`config.mk`:
```
export PLATFORM = sky130hd
export DESIGN_NAME = block_copy_ctrl_flat
export DESIGN_NICKNAME = d
export VERILOG_FILES = /design/src/rtl/block_copy_ctrl_if.sv /design/src/rtl/block_copy_ctrl.sv /design/src/flat_wrapper.sv
export SDC_FILE = /design/constraint.sdc
export NUM_CORES = 1
export LEC_CHECK = 0
export ABC_AREA = 1
export BUFFER_PORTS_ARGS = -buffer_cell sky130_fd_sc_hd__buf_2
export CAP_MARGIN = 5
export CORE_MARGIN = 3
export CORE_UTILIZATION = 30
export DETAILED_ROUTE_END_ITERATION = 8
export SLEW_MARGIN = 30
export SYNTH_ARGS = -nofsm -noshare
export SYNTH_HDL_FRONTEND = slang
export SYNTH_SLANG_ARGS = --single-unit
export TNS_END_PERCENT = 20
```
`constraint.sdc`:
```
create_clock -name i_clk -period 11.05 [get_ports i_clk]
set_input_delay 1.105 -clock i_clk [delete_from_list [all_inputs] [get_ports i_clk]]
set_output_delay 1.105 -clock i_clk [all_outputs]
set_load 0.1 [all_outputs]
```
`src/rtl/block_copy_ctrl_if.sv`:
```
// Memory port bundle for block_copy_ctrl: single req/ack channel.
// master = copy controller, slave = memory arbiter side.
interface block_copy_ctrl_if #(
   parameter int unsigned ADDR_W = 32,
   parameter int unsigned DATA_W = 32
);
   logic              req;
   logic              we;
   logic [ADDR_W-1:0] addr;
   logic [DATA_W-1:0] wdata;
   logic [DATA_W-1:0] rdata;
   logic              ack;

   modport master (
      output req, we, addr, wdata,
      input  rdata, ack
   );

   modport slave (
      input  req, we, addr, wdata,
      output rdata, ack
   );
endinterface

```
`src/rtl/block_copy_ctrl.sv`:
```
// block_copy_ctrl: memory-to-memory block-copy sequencer.
// Reads i_len words starting at i_src_addr and writes them starting at
// i_dst_addr over one req/ack port, two cycles per word when ack is immediate.
// Optional abort path enabled by defining BLKCPY_ABORT_EN
// (adds i_abort input and o_aborted status output).
module block_copy_ctrl #(
   parameter int unsigned ADDR_W    = 32,
   parameter int unsigned DATA_W    = 32,
   parameter int unsigned LEN_W     = 16,
   parameter int unsigned ADDR_STEP = 4
) (
   input  logic              i_clk,
   input  logic              i_rst,
   input  logic              i_start,
   input  logic [ADDR_W-1:0] i_src_addr,
   input  logic [ADDR_W-1:0] i_dst_addr,
   input  logic [LEN_W-1:0]  i_len,
   block_copy_ctrl_if.master mem,
   output logic              o_busy,
   output logic              o_done,
   output logic [LEN_W-1:0]  o_word_cnt
`ifdef BLKCPY_ABORT_EN
   ,
   input  logic              i_abort,
   output logic              o_aborted
`endif
);

   localparam logic [ADDR_W-1:0] STEP = ADDR_W'(ADDR_STEP);

   typedef enum logic [1:0] {
      S_IDLE = 2'd0,
      S_RD   = 2'd1,
      S_WR   = 2'd2,
      S_DONE = 2'd3
   } state_t;

   state_t            r_state;
   state_t            w_state_nxt;

   logic [ADDR_W-1:0] r_src;
   logic [ADDR_W-1:0] r_dst;
   logic [LEN_W-1:0]  r_len;
   logic [LEN_W-1:0]  r_cnt;
   logic [DATA_W-1:0] r_data;

   logic [ADDR_W-1:0] w_src_nxt;
   logic [ADDR_W-1:0] w_dst_nxt;
   logic [LEN_W-1:0]  w_len_nxt;
   logic [LEN_W-1:0]  w_cnt_nxt;
   logic [DATA_W-1:0] w_data_nxt;
   logic [LEN_W-1:0]  w_cnt_inc;

   logic              r_req;
   logic              r_we;
   logic [ADDR_W-1:0] r_addr;
   logic              r_busy;
   logic              r_done;

   logic              w_req_nxt;
   logic              w_we_nxt;
   logic [ADDR_W-1:0] w_addr_nxt;
   logic              w_busy_nxt;
   logic              w_done_nxt;

`ifdef BLKCPY_ABORT_EN
   logic              r_aborted;
   logic              w_aborted_nxt;
`endif

   assign w_cnt_inc = r_cnt + LEN_W'(1);

   // Next-state, datapath and next-output decode
   always_comb begin
      w_state_nxt = r_state;
      w_src_nxt   = r_src;
      w_dst_nxt   = r_dst;
      w_len_nxt   = r_len;
      w_cnt_nxt   = r_cnt;
      w_data_nxt  = r_data;
`ifdef BLKCPY_ABORT_EN
      w_aborted_nxt = r_aborted;
`endif

      case (r_state)
         S_IDLE: begin
            if (i_start) begin
               w_src_nxt   = i_src_addr;
               w_dst_nxt   = i_dst_addr;
               w_len_nxt   = i_len;
               w_cnt_nxt   = '0;
`ifdef BLKCPY_ABORT_EN
               w_aborted_nxt = 1'b0;
`endif
               w_state_nxt = (i_len != '0) ? S_RD : S_DONE;
            end
         end

         S_RD: begin
`ifdef BLKCPY_ABORT_EN
            if (i_abort) begin
               w_aborted_nxt = 1'b1;
               w_state_nxt   = S_DONE;
            end else
`endif
            if (mem.ack) begin
               w_data_nxt  = mem.rdata;
               w_state_nxt = S_WR;
            end
         end

         S_WR: begin
`ifdef BLKCPY_ABORT_EN
            if (i_abort) begin
               w_aborted_nxt = 1'b1;
               w_state_nxt   = S_DONE;
            end else
`endif
            if (mem.ack) begin
               w_src_nxt   = r_src + STEP;
               w_dst_nxt   = r_dst + STEP;
               w_cnt_nxt   = w_cnt_inc;
               w_state_nxt = (w_cnt_inc == r_len) ? S_DONE : S_RD;
            end
         end

         S_DONE: begin
            w_state_nxt = S_IDLE;
         end

         default: begin
            w_state_nxt = S_IDLE;
         end
      endcase

      // Outputs are decoded from the next state so they register alongside it
      w_req_nxt  = (w_state_nxt == S_RD) || (w_state_nxt == S_WR);
      w_busy_nxt = w_req_nxt;
      w_we_nxt   = (w_state_nxt == S_WR);
      w_addr_nxt = (w_state_nxt == S_WR) ? w_dst_nxt : w_src_nxt;
      w_done_nxt = (w_state_nxt == S_DONE);
   end

   // State and datapath registers
   always_ff @(posedge i_clk or posedge i_rst) begin
      if (i_rst) begin
         r_state <= S_IDLE;
         r_src   <= '0;
         r_dst   <= '0;
         r_len   <= '0;
         r_cnt   <= '0;
         r_data  <= '0;
`ifdef BLKCPY_ABORT_EN
         r_aborted <= 1'b0;
`endif
      end else begin
         r_state <= w_state_nxt;
         r_src   <= w_src_nxt;
         r_dst   <= w_dst_nxt;
         r_len   <= w_len_nxt;
         r_cnt   <= w_cnt_nxt;
         r_data  <= w_data_nxt;
`ifdef BLKCPY_ABORT_EN
         r_aborted <= w_aborted_nxt;
`endif
      end
   end

   // Registered memory-port and status outputs
   always_ff @(posedge i_clk or posedge i_rst) begin
      if (i_rst) begin
         r_req  <= 1'b0;
         r_we   <= 1'b0;
         r_addr <= '0;
         r_busy <= 1'b0;
         r_done <= 1'b0;
      end else begin
         r_req  <= w_req_nxt;
         r_we   <= w_we_nxt;
         r_addr <= w_addr_nxt;
         r_busy <= w_busy_nxt;
         r_done <= w_done_nxt;
      end
   end

   assign mem.req    = r_req;
   assign mem.we     = r_we;
   assign mem.addr   = r_addr;
   assign mem.wdata  = r_data;
   assign o_busy     = r_busy;
   assign o_done     = r_done;
   assign o_word_cnt = r_cnt;
`ifdef BLKCPY_ABORT_EN
   assign o_aborted  = r_aborted;
`endif

endmodule

```
`src/flat_wrapper.sv`:
```
// flat-port wrapper written by rule: the top's interface ports become plain ports
module block_copy_ctrl_flat 
#(
   parameter int unsigned ADDR_W    = 32,
   parameter int unsigned DATA_W    = 32,
   parameter int unsigned LEN_W     = 16,
   parameter int unsigned ADDR_STEP = 4
)
  (i_clk, i_rst, i_start, i_src_addr, i_dst_addr, i_len, o_busy, o_done, o_word_cnt, mem_req, mem_we, mem_addr, mem_wdata, mem_rdata, mem_ack);
  block_copy_ctrl_if #(.ADDR_W(ADDR_W), .DATA_W(DATA_W)) mem_i ();
  input  logic i_clk;
  input  logic i_rst;
  input  logic i_start;
  input  logic [ADDR_W-1:0] i_src_addr;
  input  logic [ADDR_W-1:0] i_dst_addr;
  input  logic [LEN_W-1:0] i_len;
  output logic o_busy;
  output logic o_done;
  output logic [LEN_W-1:0] o_word_cnt;
  output wire logic [$bits(mem_i.req)-1:0] mem_req;
  output wire logic [$bits(mem_i.we)-1:0] mem_we;
  output wire logic [$bits(mem_i.addr)-1:0] mem_addr;
  output wire logic [$bits(mem_i.wdata)-1:0] mem_wdata;
  input wire logic [$bits(mem_i.rdata)-1:0] mem_rdata;
  input wire logic [$bits(mem_i.ack)-1:0] mem_ack;
  assign mem_req = mem_i.req;
  assign mem_we = mem_i.we;
  assign mem_addr = mem_i.addr;
  assign mem_wdata = mem_i.wdata;
  assign mem_i.rdata = mem_rdata;
  assign mem_i.ack = mem_ack;
  block_copy_ctrl #(.ADDR_W(ADDR_W), .DATA_W(DATA_W), .LEN_W(LEN_W), .ADDR_STEP(ADDR_STEP)) u_core (.i_clk(i_clk), .i_rst(i_rst), .i_start(i_start), .i_src_addr(i_src_addr), .i_dst_addr(i_dst_addr), .i_len(i_len), .mem(mem_i), .o_busy(o_busy), .o_done(o_done), .o_word_cnt(o_word_cnt));
endmodule
```
# Yosys cells after proc, flatten, opt, wreduce, memory -nomap -nowiden
# Index checks and enable logic that the tools add are counted.
[word_totals]
reg_bits = 165
in_bits = 116
out_inout_bits = 84
word_cells = 45
[classes]
addsub = 3
eq_ne = 9
muxes = 16
n_reduce_logical = 7
[ops]
columns = ["op", "count"]
rows = [
  ["32-bit two-way mux", 5],
  ["32-bit one-hot mux with 2 select lines", 2],
  ["32-bit by 3-bit adder with 32-bit output, second input constant", 2],
  ["16-bit two-way mux", 2],
  ["16-bit one-hot mux with 2 select lines", 1],
  ["16-bit by 1-bit adder with 16-bit output, second input constant", 1],
  ["16-bit == test", 1],
  ["16-bit nonzero test", 1],
  ["2-bit two-way mux", 5],
  ["2-bit == test, second input constant", 4],
  ["2-bit one-hot mux with 4 select lines", 1],
  ["2-bit by 1-bit == test with 1-bit output, second input constant", 2],
  ["2-bit != test, second input constant", 2],
  ["2-bit AND reduction", 2],
  ["3-bit AND reduction", 1],
  ["2-bit zero test", 1],
  ["2-bit nonzero test", 1],
  ["1-bit logical OR", 1],
]

# Longest topological paths before layout
# Gate-level depths: netlist of the first run.
[logic_depth]
depth_word = 7
mapped_depth = 21
depth_no_buf = 19

# Least setup slack after synthesis of the first run
# Ideal clock, no wire load.
[synth_path]
path_kind = "flip-flop to flip-flop"
from = "register u_core.r_cnt[0], in the netlist u_core.o_word_cnt[0]"
to = "register u_core.r_addr[12], in the netlist u_core.mem.addr[12]"
arrival_time_ns = 3.191
setup_slack_ns = 7.777
stages_incl_launch_ff = 18
n_path_buf = 1
cell_sequence = "dfrtp_1 -> ha_1 -> nand2_1 -> nor2_2 -> nand2_1 -> nor2_2 -> xnor3_1 -> nand2_1 -> nor2_1 -> nand2_1 -> nand2_1 -> nand2_1 -> nand2_1 -> ha_1 -> inv_1 -> clkbuf_1 -> nor2_1 -> a31oi_1"
[synth_between]
elab_chain_len = 7
[synth_lines]
columns = ["element", "line_no", "text"]
rows = [
  ["start: declaration", "block_copy_ctrl.sv:44", "logic [LEN_W-1:0] r_cnt;"],
  ["start signal: assignment", "block_copy_ctrl.sv:161", "r_cnt <= w_cnt_nxt;"],
  ["16-bit by 1-bit adder with 16-bit output", "block_copy_ctrl.sv:71", "assign w_cnt_inc = r_cnt + LEN_W'(1);"],
  ["16-bit == test", "block_copy_ctrl.sv:123", "w_state_nxt = (w_cnt_inc == r_len) ? S_DONE : S_RD;"],
  ["2-bit two-way mux", "block_copy_ctrl.sv:123", ""],
  ["2-bit two-way mux", "block_copy_ctrl.sv:119", "if (mem.ack) begin"],
  ["2-bit one-hot mux with 4 select lines", "block_copy_ctrl.sv:85", "case (r_state)"],
  ["via u_core.w_state_nxt[1]", "block_copy_ctrl.sv:39", "state_t w_state_nxt;"],
  ["2-bit == test", "n/a", ""],
  ["via u_core.w_we_nxt", "block_copy_ctrl.sv:61", "logic w_we_nxt;"],
  ["32-bit two-way mux", "block_copy_ctrl.sv:140", "w_addr_nxt = (w_state_nxt == S_WR) ? w_dst_nxt : w_src_nxt;"],
  ["via u_core.w_addr_nxt[12]", "block_copy_ctrl.sv:62", "logic [ADDR_W-1:0] w_addr_nxt;"],
  ["end signal: assignment", "block_copy_ctrl.sv:180", "r_addr <= w_addr_nxt;"],
  ["end: declaration", "block_copy_ctrl.sv:56", "logic [ADDR_W-1:0] r_addr;"],
]
# The timed path passes the listed nets, and every way through them passes these cells.
# A chain may end at the register's enable or synchronous reset.

# Worst setup path in the final report of the first run
[layout_path]
from = "register u_core.r_state[0]"
to = "register u_core.r_addr[11], in the netlist u_core.mem.addr[11]"
[layout_between]
elab_chain_len = 4
elab_cells_between_ends = 12
classes_between = "eq/ne (4); mux (7); reduce/logical (1)"
[layout_lines]
columns = ["element", "line_no", "text"]
rows = [
  ["start: declaration", "block_copy_ctrl.sv:38", "state_t r_state;"],
  ["start signal: assignment", "block_copy_ctrl.sv:157", "r_state <= w_state_nxt;"],
  ["2-bit == test (tied with other cells)", "block_copy_ctrl.sv:85", ""],
  ["2-bit one-hot mux with 4 select lines *", "block_copy_ctrl.sv:85", ""],
  ["via u_core.w_state_nxt[0]", "block_copy_ctrl.sv:39", ""],
  ["2-bit == test *", "n/a", ""],
  ["via u_core.w_we_nxt", "block_copy_ctrl.sv:61", ""],
  ["32-bit two-way mux *", "block_copy_ctrl.sv:140", ""],
  ["via u_core.w_addr_nxt[11]", "block_copy_ctrl.sv:62", ""],
]
# Mark *: on every way through the listed nets, which the timed path passes. The rest lies on a longest branch.

==> results of run 1 <==
==> stage by stage <==
step / instance area (µm²) / util, % / hold WS, ns / instances / power [mW]
floorplan: 9200 / - / 0.436 / 1229 / 2.68
global placement: 10500 / 35.1 / 0.449 / 1780 / 3.12
detailed placement: 10500 / 35.1 / 0.453 / 1780 / 3.15
CTS: 11100 / 37.0 / 0.470 / 1812 / 3.75
global route: 11100 / 37.0 / 0.486 / 1814 / 3.96
finish: 11100 / 37.0 / 0.467 / 1814 / 3.73
==> cell type report <==
class,instances,area (µm²),area share [%]
clock buffers,18,439,3.96
inverters,118,448,4.04
multi-input cells,901,4390,39.6
well taps,390,488,4.40
clock inverters,14,140,1.26
diodes,2,5.00,0.0452
flip-flops and latches,165,4130,37.3
repair buffers,206,1050,9.46
==> power by group through the flow <==
stage / logic [mW] / clock network (mW) / registers (mW)
6_report: 2.03 / 0.594 / 1.11
5_1_grt: 2.18 / 0.634 / 1.14
4_1_cts: 2.04 / 0.611 / 1.10
3_5_place_dp: 2.04 / 0 / 1.11
3_3_place_gp: 2.01 / 0 / 1.11
2_1_floorplan: 0.787 / 0 / 1.89
==> flip-flops by register name, indices dropped and copies added, names as in the netlist <==
register and cells:
u_core.mem.addr 32, u_core.o_word_cnt 16, u_core.mem.req 1, u_core.r_len 16
u_core.o_done 1, u_core.r_state 2, u_core.r_dst 32, u_core.mem.we 1
u_core.r_src 32, u_core.mem.wdata 32
==> metal layers <==
layer | up-vias | global-route usage, %
met5 | - | 0
met4 | 0 | 5.15
met3 | 38 | 3.24
met2 | 350 | 29.7
met1 | 4358 | 25.2
li1 | 4385 | -
==> cell usage after synthesis, types with 9 or more instances <==
master	n	share of area [%]
a21oi_1	34	1.9
a31oi_1	9	0.61
inv_2	10	0.41
o211ai_1	13	1.1
o21ai_0	70	3.8
o22ai_1	9	0.61
nand2_1	442	18
xor2_1	15	1.4
inv_1	108	4.4
dfrtp_1	165	45
nor3_1	19	1.0
nor2_1	68	2.8
o21ai_1	15	0.82
nand4_1	25	1.7
nand3_1	86	4.7
buf_2	15	0.82
a22oi_1	20	1.6
clkbuf_1	17	0.69
nor2_2	12	0.82
==> worst max-delay path, delay by kind of cell, from the launching register on <==
family          cells  cell delay [ns]
compound gates      2             0.37
simple gates        4             0.94
flops               1             0.71
buf+inv             5             1.78
fa+ha+maj           1             0.20
==> worst paths after layout <==
path,from,to,slack (ns),cells after the start
max,u_core.r_state[0],u_core.mem.addr[11],6.90,12
min,u_core.mem.wdata[23],u_core.mem.wdata[23],0.47,2
max reg2reg,u_core.r_state[0],u_core.mem.addr[11],6.90,12
min reg2reg,u_core.mem.wdata[23],u_core.mem.wdata[23],0.47,2
max in group asynchronous,i_rst,u_core.mem.wdata[1],9.15,3
min in group asynchronous,i_rst,u_core.r_len[10],0.76,2
==> kinds of logic (layout without fill, tap and decap cells) <==
group | count (synthesis) | count (layout) | synth area share [%]
AO/OA/AOI/OAI | 180 | 180 | 11.4
XOR/XNOR | 21 | 21 | 2.30
adder cells (fa/ha/maj) | 5 | 5 | 0.680
buffers and inverters | 163 | 356 | 7.44
flip-flops | 165 | 165 | 44.9
other | 0 | 2 | 0
AND/OR/NAND/NOR | 695 | 695 | 33.3
==> reports/results.ini, run 1 <==
[run_status]
status=completed

[die]
die_h_um=181
core_um2=30000
row_count=63
die_x_um=181
dieArea_um2=32800
start_util_pct=30.7
ios=200

[logic_synthesis]
synth_top_flop_cell=dfrtp_1
synth_fp_nets=1350
syn_inst=1229
synth_area_um2=9200
synth_area_per_cell_um2=7.48
synth_seq_area_share_pct=44.9
synth_cell_types=41
ys_ff_latch=165
async_flop_share_pct=100
synth_warnings=0
synth_edf_count=0

[power]
netSwitchingFraction_pct=57.3
internal-power_mw=1.59
power.density_nw_per_um2=337
p_switching_mw=2.14
share_comb_of_total_power_pct=54.4
pwr-share-seq_pct=29.6
peakVddDrop_mv=0.198
pwr-share-clk_pct=15.9
leakage_nw=5.54

[clocking]
clk_latency_ns=0.43
cts_max_path_buffers=2
cts_resized=0
post_cts_buffers=0
htree_levels=4
ctsRootBufferMaster=clkbuf_16
cts_tree=done
clock_sinks=165
clkTransAtPathRegs_ns=0.07
cts_buffers=17
cts_hold_buf=0

[routing]
top_layer=met4
met1Wirelength_um=13400
drt-wirelength-per-cell_um=16.9
vias=9131
wl_met3_um=2070
drt_iter0_drc=894
ant_nets=0
dr.pass1.iters=5
wl_met2_um=14400
drc_errors=0
avgViaCountPerCell=5.03
drt-total-wl_um=30600

[setup_path]
critPathMaxStageDelay_ns=0.71
cpMaxStageDelayCell=dfrtp_1
endpoint_kind=flip-flop
path_class=flip-flop to flip-flop
cp_max_fo=69
worstPathRequired_ns=11.39
cp_cell_sequence=nor2_4 > inv_2 > nor2_4 > buf_4 > nor2_1 > o21ai_0 > inv_1 > ha_1 > buf_4 > inv_2 > nor2_1 > a31oi_1
critical_path_arrival_ns=4.50
cp-start-kind=flip-flop

[layout]
layout_common_cells=nand2_1 (442), buf_2 (199), dfrtp_1 (165)
drive_above_1_share_pct=20.9
fillers=3210
area_delta_synth_final_pct=20.5
layout_commonest_cell=nand2_1
nets=1530

[placed_design]
place_congestion=0.936
io_buffer_count=199
pre_cts_slack_ns=6.52
hpwlAfterDp_um=22200

[sta]
period_share_pct=37.6
hold_violations=0
tightest_slew_ns=0.881
finClkSkew_ns=0.0120
finalWorstSetupSlack_ns=6.90
rsz0062_at_grt=false
setup_viol=0
fin_tns_setup_ns=0
relSlewSlack_pct=41.3
period_minus_slack_ns=4.15
maxSlewViolCount=0
timing.fmax_ghz=0.241

[global_routing]
track_usage_pct=18.3
grt_pass1_wl_um=47900
grt_pass1_vias=8731
antenna_found_initial=2
grt_max_degree=70
grt_overflow=0

[flow_run]
cap_violations=0

[min_path]
hold_class=flip-flop to flip-flop

(Power assumes the default switching activity.)
==> inputs of run 2 (changes only) <==
==> constraint.sdc (replaced) <==
create_clock -name i_clk -period 3.8 [get_ports i_clk]
set_input_delay 0.38 -clock i_clk [delete_from_list [all_inputs] [get_ports i_clk]]
set_output_delay 0.38 -clock i_clk [all_outputs]
set_load 0.1 [all_outputs]
==> run 2 against run 1 <==
  * Non-clock buffer count increased by 8
  * Sequential power increased to 2.8 times the previous value
  * Final area increased by 0.88%
  * Die area unchanged
  * Clock power increased to 3.0 times the previous value
  * Sequential cell count unchanged
  * Global-route usage increased by 0.15 points
  * Utilization increased by 0.33 points
==> reports/results.ini, run 2 (same netlist as run 1, synthesis figures left out) <==
[sta]
hold_violations=0
hold_ws_ns=0.142
fin_tns_setup_ns=0
relSlewSlack_pct=42.2
setup_viol=0
timing.fmax_ghz=0.330
tightest_slew_ns=0.864
period_minus_slack_ns=3.03
maxSlewViolCount=0
rsz0062_at_grt=false
finClkSkew_ns=0.0100
period_share_pct=79.7

[global_routing]
grt_overflow=0
grt_pass1_vias=8842
antenna_found_initial=0
grt_pass1_wl_um=48100
track_usage_pct=18.5
grt_max_degree=52

[placed_design]
io_buffer_count=199
place_congestion=0.936
hpwlAfterDp_um=22500
place_inst=1787
place_area_um2=10600

[routing]
avgViaCountPerCell=5.00
drc_errors=0
drt-wirelength-per-cell_um=16.8
ant_nets=0
drt-total-wl_um=30700
vias=9102
drt_iter0_drc=823
dr.pass1.iters=5

[min_path]
worstHoldPathCells=3
hold_class=primary input to flip-flop
hold_start=mem_rdata[22]

[setup_path]
cp_max_fo=32
cpMaxStageDelayCell=dfrtp_1
cp-start-kind=flip-flop
r2r-start=u_core.o_word_cnt[0]
worst_r2r_path_depth=17
critPathMaxStageDelay_ns=0.47
cp_cell_sequence=ha_1 > nand3_1 > nor2_1 > nand4_1 > nand3_1 > nand2_1 > nor2_1 > nand2_1 > nor2_1 > nand2_1 > nand2_1 > nand2_1 > nand2_1 > ha_1 > buf_4 > nor2_1 > a31oi_1
path_class=flip-flop to flip-flop
endpoint_kind=flip-flop
path_common_cell=nand2_1
critPathLaunch=u_core.o_word_cnt[0]
critical_path_arrival_ns=3.38
worstPathRequired_ns=4.15

[clocking]
cts_tree=done
cts_resized=0
clk_latency_ns=0.44
post_cts_buffers=0
ctsRootBufferMaster=clkbuf_16
cts_max_path_buffers=2
htree_levels=4
cts_buffers=17
clock_sinks=165
clkTransAtPathRegs_ns=0.07

[layout]
drive_above_1_share_pct=21.0
nets=1538
final_cell_area_um2=11200
area_delta_synth_final_pct=21.6
layout_common_cells=nand2_1 (442), buf_2 (199), dfrtp_1 (165)
fillers=3169
layout_commonest_cell=nand2_1
final_cells=1821

[power]
leakage_nw=5.58
share_comb_of_total_power_pct=54.8
peakVddDrop_mv=0.693
netSwitchingFraction_pct=56.8
pwr-share-seq_pct=29.0
power.density_nw_per_um2=974
internal-power_mw=4.70
pwr-share-clk_pct=16.2
p_switching_mw=6.18

[flow_run]
cap_violations=0

[die]
core_um2=30000
start_util_pct=30.7
row_count=63
dieArea_um2=32800
die_h_um=181
die_x_um=181
ios=200

[run_status]
status=completed

-- run 2: cell types whose count changed in the layout (fill, tap and decap cells not counted), sizes merged --
cell and delta:
clkbuf +1, dlygate4sd3 +1, clkinvlp +3, clkinv -1, diode -1, bufinv +1, buf +7, inv -4
-- run 2: routing by layer --
layer | track usage, % | share of wire, % | wire length (µm)
met1 | 25.1 | 44 | 13600
met2 | 29.9 | 47 | 14500
met3 | 3.30 | 6.0 | 1850
met4 | 5.97 | 2.5 | 771
met5 | 0 | 0 | 0
-- run 2: final timing paths --
| check | endpoint | slack, ns |
|---|---|---|
| hold reg to reg | u_core.mem.wdata[26] | 0.47 |
| max in group asynchronous | u_core.mem.wdata[20] | 2.52 |
| setup / recovery | u_core.mem.addr[6] | 0.77 |
| hold / removal | u_core.mem.wdata[22] | 0.14 |
| min in group asynchronous | u_core.mem.addr[27] | 0.50 |
| setup reg to reg | u_core.mem.addr[6] | 0.77 |
-- run 2: worst max-delay path, delay by kind of cell, from the launching register on --
| kind | cells | cell delay [ns] |
|---|---|---|
| simple gates | 13 | 1.48 |
| flops | 1 | 0.47 |
| fa+ha+maj | 2 | 0.44 |
| buf+inv | 1 | 0.39 |
| compound gates | 1 | 0.17 |
-- run 2: timing repair --
| item | CTS | global route |
|---|---|---|
| hold endpoints to repair | 11 | 0 |
| setup endpoints to repair | 0 | 0 |
| hold buffers | 1 | 0 |
-- run 2: area by class of cell --
class / instances / area (µm²) / area share [%]
clock inverter: 13 / 148 / 1.32
inverter: 118 / 447 / 4.00
multi-input combinational: 901 / 4390 / 39.2
clock buffer: 19 / 433 / 3.87
timing repair buffer: 214 / 1150 / 10.3
sequential: 165 / 4130 / 36.9
antenna: 1 / 2.50 / 0.0224
tap: 390 / 488 / 4.36
-- run 2: metrics by stage --
step | util, % | power [mW] | setup WS, ns
after floorplan | - | 7.79 | 0.527
after global placement | 35.3 | 9.11 | 0.890
after detailed placement | 35.3 | 9.16 | 0.784
after CTS | 37.3 | 11.0 | 0.760
after global routing | 37.3 | 11.6 | 0.359
final | 37.3 | 10.9 | 0.772
-- run 2: power groups by stage --
stage               clock network [mW]  registers [mW]  logic (mW)
detailed placement                   0            3.17        5.99
CTS                               1.80            3.16        6.00
global route                      1.87            3.26        6.42
floorplan                            0            5.50        2.29
finish                            1.76            3.16        5.96
global placement                     0            3.18        5.93
